--- config.mk ---
export PLATFORM = sky130hd
export DESIGN_NAME = uart_tx_fifo_drain
export DESIGN_NICKNAME = d
export VERILOG_FILES = /design/src/rtl/uart_pkg.sv /design/src/rtl/uart_tx_fifo_drain.sv
export SDC_FILE = /design/constraint.sdc
export NUM_CORES = 1
export LEC_CHECK = 0
export ABC_AREA = 1
export BUFFER_PORTS_ARGS = -buffer_cell sky130_fd_sc_hd__buf_2
export CAP_MARGIN = 15
export CELL_PAD_IN_SITES_DETAIL_PLACEMENT = 1
export CELL_PAD_IN_SITES_GLOBAL_PLACEMENT = 2
export CORE_ASPECT_RATIO = 1.4
export CORE_UTILIZATION = 30
export DETAILED_ROUTE_END_ITERATION = 10
export PLACE_DENSITY = 0.78
export REMOVE_ABC_BUFFERS = 1
export SLEW_MARGIN = 20
export SYNTH_ARGS = -nofsm -noshare
export SYNTH_HDL_FRONTEND = slang
export SYNTH_SLANG_ARGS = --single-unit
--- constraint.sdc ---
create_clock -name clk -period 2.3 [get_ports clk]
set_input_delay 0.115 -clock clk [delete_from_list [all_inputs] [get_ports clk]]
set_output_delay 0.115 -clock clk [all_outputs]
set_load 0.03 [all_outputs]
--- src/rtl/uart_pkg.sv ---
`default_nettype none
// ============================================================================
// Module : uart_pkg
// Brief  : Shared UART transmitter state encoding and framing constants.
// Rev    : 1.0  initial release
// ============================================================================
package uart_pkg;

   typedef enum logic [2:0] {
      ST_IDLE   = 3'd0,
      ST_START  = 3'd1,
      ST_DATA   = 3'd2,
      ST_PARITY = 3'd3,
      ST_STOP   = 3'd4
   } uart_state_e;

   localparam int PAR_NONE   = 0;
   localparam int PAR_EVEN   = 1;
   localparam int PAR_ODD    = 2;
   localparam int OVERSAMPLE = 16;

endpackage
`default_nettype wire

--- src/rtl/uart_tx_fifo_drain.sv ---
`default_nettype none
// ============================================================================
// Module : uart_tx_fifo_drain
// Brief  : UART transmitter that pops the TX FIFO whenever non-empty and
//          serializes each word (start, LSB-first data, optional parity, stop).
// Rev    : 1.0  initial release
// ============================================================================
module uart_tx_fifo_drain
   import uart_pkg::*;
#(
   parameter int DBIT    = 8,
   parameter int SB_TICK = 16,
   parameter int PARITY  = 0
) (
   input  logic            clk,
   input  logic            reset,
   input  logic            s_tick,
   input  logic            fifo_empty,
   input  logic [DBIT-1:0] fifo_rdata,
   output logic            fifo_rd,
   output logic            tx,
   output logic            tx_busy,
   output logic            tx_done_tick
);

   localparam logic [4:0] c_bit_last  = 5'(OVERSAMPLE - 1);
   localparam logic [4:0] c_stop_last = 5'(SB_TICK - 1);
   localparam logic [2:0] c_n_last    = 3'(DBIT - 1);
   localparam logic       c_par_inv   = (PARITY == PAR_ODD);

   uart_state_e     r_state, w_state_nx;
   logic [4:0]      r_s, w_s_nx;
   logic [2:0]      r_n, w_n_nx;
   logic [DBIT-1:0] r_b, w_b_nx;
   logic            r_par, w_par_nx;
   logic            r_tx, w_tx_nx;
   logic            w_rd, w_done;

   always_ff @(posedge clk) begin
      if (reset) begin
         r_state <= ST_IDLE;
         r_s     <= '0;
         r_n     <= '0;
         r_b     <= '0;
         r_par   <= 1'b0;
         r_tx    <= 1'b1;
      end else begin
         r_state <= w_state_nx;
         r_s     <= w_s_nx;
         r_n     <= w_n_nx;
         r_b     <= w_b_nx;
         r_par   <= w_par_nx;
         r_tx    <= w_tx_nx;
      end
   end

   always_comb begin
      w_state_nx = r_state;
      w_s_nx     = r_s;
      w_n_nx     = r_n;
      w_b_nx     = r_b;
      w_par_nx   = r_par;
      w_rd       = 1'b0;
      w_done     = 1'b0;
      case (r_state)
         ST_IDLE: begin
            if (!fifo_empty) begin
               w_rd       = 1'b1;
               w_b_nx     = fifo_rdata;
               w_par_nx   = (^fifo_rdata) ^ c_par_inv;
               w_s_nx     = '0;
               w_state_nx = ST_START;
            end
         end
         ST_START: begin
            if (s_tick) begin
               if (r_s == c_bit_last) begin
                  w_s_nx     = '0;
                  w_n_nx     = '0;
                  w_state_nx = ST_DATA;
               end else begin
                  w_s_nx = r_s + 5'd1;
               end
            end
         end
         ST_DATA: begin
            if (s_tick) begin
               if (r_s == c_bit_last) begin
                  w_s_nx = '0;
                  w_b_nx = r_b >> 1;
                  w_n_nx = r_n + 3'd1;
                  if (r_n == c_n_last)
                     w_state_nx = (PARITY != PAR_NONE) ? ST_PARITY : ST_STOP;
               end else begin
                  w_s_nx = r_s + 5'd1;
               end
            end
         end
         ST_PARITY: begin
            if (s_tick) begin
               if (r_s == c_bit_last) begin
                  w_s_nx     = '0;
                  w_state_nx = ST_STOP;
               end else begin
                  w_s_nx = r_s + 5'd1;
               end
            end
         end
         ST_STOP: begin
            if (s_tick) begin
               if (r_s == c_stop_last) begin
                  w_done     = 1'b1;
                  w_state_nx = ST_IDLE;
               end else begin
                  w_s_nx = r_s + 5'd1;
               end
            end
         end
         default: w_state_nx = ST_IDLE;
      endcase

      // tx is registered from the next state so the line changes with the state
      case (w_state_nx)
         ST_START:  w_tx_nx = 1'b0;
         ST_DATA:   w_tx_nx = w_b_nx[0];
         ST_PARITY: w_tx_nx = w_par_nx;
         default:   w_tx_nx = 1'b1;
      endcase
   end

   assign fifo_rd      = w_rd & ~reset;
   assign tx_done_tick = w_done & ~reset;
   assign tx           = r_tx;
   assign tx_busy      = (r_state != ST_IDLE);

endmodule
`default_nettype wire

==> out/qor.txt <==
post-route minimum period -> 1890 ps
Placer Congestion -> 0.770
Vias per Instance -> 4.58
DR vias -> 1319
Max VDD drop -> 0.200 mV
WP buf/inv -> 1
Area contributors post-synth -> dfxtp_1, nand2_1, inv_1
crit path capture type -> output port
outcome -> completed
Hold Buf Count CTS -> 0
Worst Tran Pin Value -> 340 ps
Hold Path Class -> primary input to register
share of cells above drive strength 1 -> 16.2%
largest net degree at the start of global routing -> 16
max-slew violations -> 0
crit path DAT -> 1780 ps
Worst Path Required -> 2180 ps
Total Nets Final -> 247
post_cts resized -> 0
Worst-Skew Late Latency -> 260 ps
Core Area -> 4240 um2
worst stage delay on the critical path -> 380 ps
worst hold stages -> 3
pre-CTS setup slack -> 454 ps
Seq/Total Area, Yosys -> 31.5%
GRT Residual Overflow -> 0
Crit path max-delay family -> simple AND/OR/NAND/NOR gates
Crit Path Category -> register to output port
Synth Register Bits -> 21
most frequent cells after synthesis -> nand2_1, inv_1, dfxtp_1
# Post-CTS Setup Buffers -> 0
startpoint types -> register
I/O pin total -> 16
antenna-violating nets left -> 0
synth unique cells -> 27
Avg WL per Cell -> 11.0 um
fraction of registers with async set/reset -> 0%
Post-synth EDFFs -> 0
Die H -> 80.9 um
clock sink count -> 21
gr usage total -> 15.1%
H-tree Lvls -> 1
top-area cell type share of the netlist area -> 31.5%
RSZ-0062 raised after global routing -> no
Synth Flop Type -> dfxtp_1
crit share post-route -> 82.2%
DR pass1 iterations -> 4
Hold Vio Cnt, Final -> 0
initial antenna violation count -> 0
worst path cell trace -> ha_1 -> nand2_1 -> nor2_1 -> ha_1 -> nand2_1 -> nor3_1 -> buf_2
Syn Std Cell Area -> 1340 um2
most common cell in the netlist -> nand2_1
routed wire length -> 3.17 mm
setup TNS -> 0 ps
leakage -> 0.810 nW
Clock Skew -> 6.34 ps
syn_area_per_cell -> 6.36 um2
starting density of the core -> 31.5%
critical path's slowest cell -> dfxtp_1
first-pass GRT wire length -> 5.54 mm
DRC viols -> 0
Crit Path Max Fanout -> 4
Synth area leader -> dfxtp_1
vias in the first global route -> 1283
synth-to-layout area growth -> 14.4%
clock slew at reported path FFs -> 80 ps
Die Wd -> 58.4 um
Yosys warning total -> 0
CTS root buffer -> clkbuf_8
CTS Buffer Depth -> 2
Non-Filler Instances -> 288
PwrDens -> 516 nW/um2
max cap viols -> 0
Worst R2R Path Depth -> 10
Final setup viols -> 0
total inserted antenna cells -> 0
row count -> 28
DP HPWL -> 2.59 mm
CTS tree -> built
Max Fclk -> 0.529 GHz
Die Area -> 4720 um2
Iteration-0 DRC Markers -> 19
Final WS setup -> 409 ps
CP Depth -> 7
Slew headroom -> 77.3%
PortBufs -> 15
Placed Cells -> 284
CTS Buf Count -> 3
Syn Inst Count -> 210
==> worst register-to-register path, stage by stage (launching register included) <==
cell,delay [ps]
dfxtp_1,380
ha_1,190
nand2_1,60
nor2_1,170
ha_1,200
nand2_1,130
nor2_4,240
inv_2,60
nand2_2,110
o21ai_0,110
o211a_1,120
==> per-stage QoR <==
stage,utilization [%],instance area (um2),total power [W],hold slack [ps]
floorplan,-,1330,0.000503,184
global placement,34.9,1480,0.000553,432
detailed placement,34.9,1480,0.000554,432
CTS,36.0,1530,0.000807,149
global route,36.0,1530,0.000837,176
finish,36.0,1530,0.000788,157
==> per-layer routing <==
layer | track usage [%] | up-vias | wire length (um)
met4 | 5.00 | 0 | 30
met3 | 1.43 | 2 | 52
li1 | - | 695 | -
met2 | 30.0 | 11 | 1740
met5 | 0 | - | 0
met1 | 16.2 | 611 | 1350
==> area by class of cell <==
type / count / area [um2]
repair buffers: 15 / 75.1
inverters: 32 / 120
clock buffers: 3 / 41.3
well taps: 60 / 75.1
fillers: 590 / 2710
flip-flops and latches: 21 / 420
multi-input cells: 156 / 791
clock inverters: 1 / 5.00
==> where the power goes <==
group          leakage [nW]  internal (W)  total [W]  switching, W
registers             0.172      0.000382   0.000393     0.0000106
clock network        0.0255      0.000121   0.000247      0.000127
logic                 0.613     0.0000527   0.000148     0.0000958
==> cell families (layout without fill, tap and decap cells) <==
kind of cell | Yosys count | count (layout) | synth area share, %
adders and majority gates | 6 | 6 | 5.62
buffers and inverters | 33 | 51 | 9.28
AOI/OAI and AO/OA | 29 | 29 | 13.8
xor gates and xnor gates | 2 | 2 | 1.31
and+or+nand+nor | 119 | 119 | 38.5
DFF | 21 | 21 | 31.5
==> state kept, by name, indices dropped and copies added (netlist names) <==
signal,cells
r_b,8
r_s,5
r_n,3
r_state,3
r_par,1
tx,1
==> layout by cell type, fill, tap and decap left out, types with 2 or more instances in the layout <==
cell type / count
nand2_1: 80
buf_2: 15
nand3_1: 11
a22oi_1: 6
nor2_1: 17
inv_1: 26
a21oi_1: 11
ha_1: 6
o21ai_1: 2
o21ai_0: 4
nand2_2: 2
clkbuf_8: 3
nor2_4: 3
inv_2: 6
nand3_2: 2
dfxtp_1: 21
==> final timing paths <==
check                 startpoint             endpoint  slack, ps
max          r_s[0]$_SDFFE_PP0P_         tx_done_tick        410
max reg2reg  r_s[0]$_SDFFE_PP0P_  r_n[0]$_SDFFE_PP0P_        430
min                fifo_rdata[7]  r_b[7]$_SDFFE_PP0P_        160
min reg2reg  r_b[6]$_SDFFE_PP0P_  r_b[6]$_SDFFE_PP0P_        470
(Power assumes the default switching activity.)
